`config.mk`:
```
export PLATFORM = sky130hd
export DESIGN_NAME = fifo_serializer
export DESIGN_NICKNAME = d
export VERILOG_FILES = /design/src/rtl/fifo_serializer_pkg.sv /design/src/rtl/fifo_serializer_bit_timer.sv /design/src/rtl/fifo_serializer.sv
export SDC_FILE = /design/constraint.sdc
export NUM_CORES = 1
export LEC_CHECK = 0
export ABC_AREA = 1
export CORE_ASPECT_RATIO = 0.5
export CORE_MARGIN = 2
export CORE_UTILIZATION = 45
export DETAILED_ROUTE_END_ITERATION = 7
export GPL_TIMING_DRIVEN = 0
export HOLD_SLACK_MARGIN = 0.05
export PLACE_DENSITY = 0.68
export SLEW_MARGIN = 10
export SYNTH_ARGS = -nofsm -noshare
export SYNTH_HDL_FRONTEND = slang
export SYNTH_SLANG_ARGS = --single-unit
export TNS_END_PERCENT = 5
```
`constraint.sdc`:
```
create_clock -name clk_i -period 1.8 [get_ports clk_i]
set_clock_uncertainty 0.2 [all_clocks]
set_input_delay 0.18 -clock clk_i [delete_from_list [all_inputs] [get_ports clk_i]]
set_output_delay 0.18 -clock clk_i [all_outputs]
set_load 0.1 [all_outputs]
```
`src/rtl/fifo_serializer_pkg.sv`:
```
// Shared types and sizing helpers for the FIFO-to-serial-line frame generator.
package fifo_serializer_pkg;

  typedef enum logic [2:0] {
    ST_IDLE,
    ST_FETCH,
    ST_START,
    ST_DATA,
    ST_STOP
  } state_e;

  // Counter width that stays legal (>= 1 bit) for a modulus of 1.
  function automatic int unsigned ctr_width(input int unsigned n);
    return (n <= 1) ? 1 : $clog2(n);
  endfunction

endpackage

```
`src/rtl/fifo_serializer_bit_timer.sv`:
```
// Per-bit down-counter: flags the final clock cycle of each serial bit period.
module fifo_serializer_bit_timer
  import fifo_serializer_pkg::*;
#(
  parameter int unsigned CLKS_PER_BIT = 4
) (
  input  logic clk_i,
  input  logic reset_i,
  input  logic restart_i,
  output logic last_cycle_o
);

  localparam int unsigned CW = ctr_width(CLKS_PER_BIT);
  localparam logic [CW-1:0] RELOAD = CW'(CLKS_PER_BIT - 1);

  logic [CW-1:0] cnt_q, cnt_d;

  // Reaching zero reloads, so consecutive bit periods follow with no gap.
  always_comb begin
    cnt_d = cnt_q - CW'(1);
    if (restart_i || (cnt_q == '0)) begin
      cnt_d = RELOAD;
    end
  end

  always_ff @(posedge clk_i) begin
    if (reset_i) begin
      cnt_q <= '0;
    end else begin
      cnt_q <= cnt_d;
    end
  end

  assign last_cycle_o = (cnt_q == '0);

endmodule

```
`src/rtl/fifo_serializer.sv`:
```
// Pops words from a synchronous FIFO and sends each as start/LSB-first data/stop.
module fifo_serializer
  import fifo_serializer_pkg::*;
#(
  parameter int unsigned WIDTH        = 16,
  parameter int unsigned CLKS_PER_BIT = 4
) (
  input  logic             clk_i,
  input  logic             reset_i,
  input  logic             enable_i,
  input  logic             fifo_empty_i,
  input  logic [WIDTH-1:0] fifo_data_i,
  output logic             fifo_read_en_o,
  output logic             serial_o,
  output logic             busy_o,
  output logic             frame_done_o
);

  localparam int unsigned IW = ctr_width(WIDTH);
  localparam logic [IW-1:0] LAST_IDX = IW'(WIDTH - 1);

  state_e           state_q, state_d;
  logic [WIDTH-1:0] shift_q, shift_d;
  logic [IW-1:0]    idx_q, idx_d;
  logic             restart;
  logic             last_cycle;
  logic             pop;

  fifo_serializer_bit_timer #(
    .CLKS_PER_BIT(CLKS_PER_BIT)
  ) u_bit_timer (
    .clk_i       (clk_i),
    .reset_i     (reset_i),
    .restart_i   (restart),
    .last_cycle_o(last_cycle)
  );

  assign pop = ~reset_i & enable_i & ~fifo_empty_i &
               ((state_q == ST_IDLE) | ((state_q == ST_STOP) & last_cycle));

  always_comb begin
    state_d = state_q;
    shift_d = shift_q;
    idx_d   = idx_q;
    restart = 1'b0;
    case (state_q)
      ST_IDLE: begin
        if (pop) state_d = ST_FETCH;
      end
      ST_FETCH: begin
        shift_d = fifo_data_i;
        idx_d   = '0;
        restart = 1'b1;
        state_d = ST_START;
      end
      ST_START: begin
        if (last_cycle) state_d = ST_DATA;
      end
      ST_DATA: begin
        if (last_cycle) begin
          shift_d = shift_q >> 1;
          if (idx_q == LAST_IDX) begin
            idx_d   = '0;
            state_d = ST_STOP;
          end else begin
            idx_d = idx_q + IW'(1);
          end
        end
      end
      ST_STOP: begin
        if (last_cycle) state_d = pop ? ST_FETCH : ST_IDLE;
      end
      default: state_d = ST_IDLE;
    endcase
  end

  always_ff @(posedge clk_i) begin
    if (reset_i) begin
      state_q <= ST_IDLE;
      shift_q <= '0;
      idx_q   <= '0;
    end else begin
      state_q <= state_d;
      shift_q <= shift_d;
      idx_q   <= idx_d;
    end
  end

  always_comb begin
    serial_o = 1'b1;
    case (state_q)
      ST_START: serial_o = 1'b0;
      ST_DATA:  serial_o = shift_q[0];
      default:  serial_o = 1'b1;
    endcase
  end

  assign fifo_read_en_o = pop;
  assign busy_o         = (state_q != ST_IDLE);
  assign frame_done_o   = (state_q == ST_STOP) & last_cycle;

endmodule

```
==> impl_metrics.csv <==
group,metric,value,unit
synthesis,synth_area,1180,um2
drt,drt-total-wl,2.48,mm
die,core_region_area,2550,um2
clocking,clkSlewWorstSetupHoldPaths,0.09,ns
pwr,leakage,0.644,nW
drt,antenna_violating_nets_post_route,0,
synthesis,synth_seq_area_share,0.423,
pwr,power.switching,1.19,mW
sta,slew_viol_final,0,
cells_and_area,stdcell_area,1540,um2
global_routing,track_usage,0.182,
sta,min_period,1.75,ns
sta,hold_viol_final,0,
drt,drtIter0Drc,45,
clocking,post-cts-setup-buffers,0,
die,die_h,40.3,um
drt,post_drt_wl_per_cell,10.8,um
die,design.die.area,3080,um2
sta,finalSetupViolCount,0,
clocking,cts_tree,"yes",
cells_and_area,nets,216,
pwr,power_density,1630,nW/um2
sta,period_share,0.974,
pwr,switching_share,0.475,
clocking,cts_made_buffers,3,
flow_run,max-cap-violations,0,
sta,tightest_slew,0.485,ns
sta,relSlewSlack,0.679,
sta,setup_tns,0,ns
status,outcome,"completed",
setup_path,crit_type,"register to output pin",
clocking,numClockSinks,25,
pwr,seqPwrFrac,0.342,
clocking,cts_buffer_depth,2,
synthesis,synth_top_area_cell,"dfxtp_1",
pwr,clockPowerShare,0.132,
synthesis,syn_inst,166,
synthesis,synth_top_area_frac,0.423,
global_routing,grt_overflow,0,
placed_design,port_buffers,23,
global_routing,antenna_found_initial,0,
clocking,hold_buffers,0,
sta,rsz0062_at_grt,"yes",
cells_and_area,instances_no_fill,230,
setup_path,cp-start-kind,"register",
cells_and_area,final_common_cell,"nand2_1",
global_routing,grt_start_max_net_pins,14,
synthesis,ys_types,21,
clocking,htree_num_levels,1,
placed_design,place.gp.congestion,0.796,
die,die_w,76.5,um
pwr,total_power,2.50,mW
clocking,clkLatencyLatePin,0.27,ns
die,num_rows,13,
global_routing,grt_pass1_vias,896,
cells_and_area,synthToLayoutAreaGrowth,30.0,%
cells_and_area,diodes,0,
drt,via_per_inst,4.93,
synthesis,syn_nets,188,
synthesis,synth.area.top_cells,"dfxtp_1, nand2_1, a31oi_1, o21ai_0, nor2_1",
cells_and_area,final_cell_mix,"nand2_1, dfxtp_1, clkdlybuf4s50_1",
cells_and_area,drive_gt1_frac,0.130,
sta,clock.fmax,0.571,GHz
placed_design,placed_area,1470,um2
placed_design,placed_cells,226,
global_routing,grt_pass1_wl,4.11,mm
die,io_pins,24,
synthesis,synth-seq-cells,25,
drt,vias,1133,
pwr,intPower,1.31,mW
clocking,cts_root_buf,"clkbuf_8",
setup_path,cp.arrival,1.37,ns
synthesis,yosys_warnings,0,
placed_design,hpwl,1.80,mm
die,initial_core_util,0.463,
synthesis,synth_area_per_cell,7.13,um2
drt,drc,0,
pwr,ir_worst_vdd,0.000972,V
min_path,hp-class,"register to register",
drt,dr.pass1.iters,4,
pwr,combPwrFrac,0.526,
setup_path,cp_max_fo,5,
setup_path,endpoint_kind,"output pin",
setup_path,required,1.42,ns
timing repair:
action / 4_1_cts / 5_1_grt
gates cloned: 0 / 0
gates resized for setup: 25 / 11
pin swaps: 0 / 2
endpoints found under the setup margin: 16 / 19
area by class of cell:
| type | count | area (um2) |
|---|---|---|
| Clock buffer | 4 | 45.0 |
| Tap cell | 37 | 46.3 |
| Sequential cell | 25 | 500 |
| Inverter | 11 | 41.3 |
| Multi-Input combinational cell | 122 | 617 |
| Buffer | 8 | 55.1 |
| Fill cell | 260 | 1010 |
| Timing Repair Buffer | 23 | 234 |
power by group through the flow:
stage	Sequential, mW	Combinational [mW]	Clock, mW
CTS	0.849	1.27	0.344
floorplan	0.836	1.01	0
finish	0.856	1.32	0.330
global route	0.876	1.47	0.365
detailed placement	0.859	1.28	0
global placement	0.861	1.27	0
critical path: stages (launching register included):
cell and delay [ns]:
dfxtp_1 0.33, inv_1 0.06, ha_2 0.23, inv_1 0.14, nor2_2 0.16, buf_12 0.19
state kept, by name, indices dropped and copies added, names as in the netlist:
| register | count |
|---|---|
| idx_q | 4 |
| shift_q | 16 |
| state_q | 3 |
| u_bit_timer.cnt_q | 2 |
layer usage:
metal | vias to the layer above | part of all wire | global-route usage
li1 | 607 | - | -
met1 | 499 | 0.51 | 0.235
met2 | 23 | 0.43 | 0.285
met3 | 4 | 0.048 | 0.0608
met4 | 0 | 0.014 | 0.0818
met5 | - | 0 | 0
synth_stat cells:
cell type	number
a21oi_1	3
a21oi_2	1
a31oi_1	15
buf_2	3
buf_6	2
clkbuf_1	3
dfxtp_1	25
ha_1	2
inv_1	9
inv_2	2
nand2_1	53
nand2_2	1
nand3_1	8
nand3_2	1
nand3b_1	1
nor2_1	14
nor2_2	1
nor3b_2	1
o21ai_0	18
o21ai_2	1
xor2_1	2
path summary, 6_finish.rpt:
check                        from      endpoint  slack, ns  depth (start not counted)
min reg2reg            shift_q[1]    shift_q[0]       0.27                          2
max          u_bit_timer.cnt_q[0]  frame_done_o       0.05                          5
max reg2reg  u_bit_timer.cnt_q[0]   shift_q[12]       0.12                          7
min                    shift_q[1]    shift_q[0]       0.27                          2
logic make-up after synthesis:
logic type | after synthesis | share of synthesized area
DFF | 25 | 0.423
and+or+nand+nor | 80 | 0.282
buffers and inverters | 19 | 0.0761
adders and majority gates | 2 | 0.0211
AOI/OAI and AO/OA | 38 | 0.183
xor gates and xnor gates | 2 | 0.0148
stage by stage:
stage	setup WS (ns)	hold WS, ns	util
floorplan	-0.0366	0.0491	-
global placement	-0.808	0.256	0.576
detailed placement	-0.818	0.257	0.576
CTS	0.0102	0.274	0.594
global route	-0.0282	0.287	0.603
finish	0.0472	0.266	0.603
(Power assumes the default switching activity.)
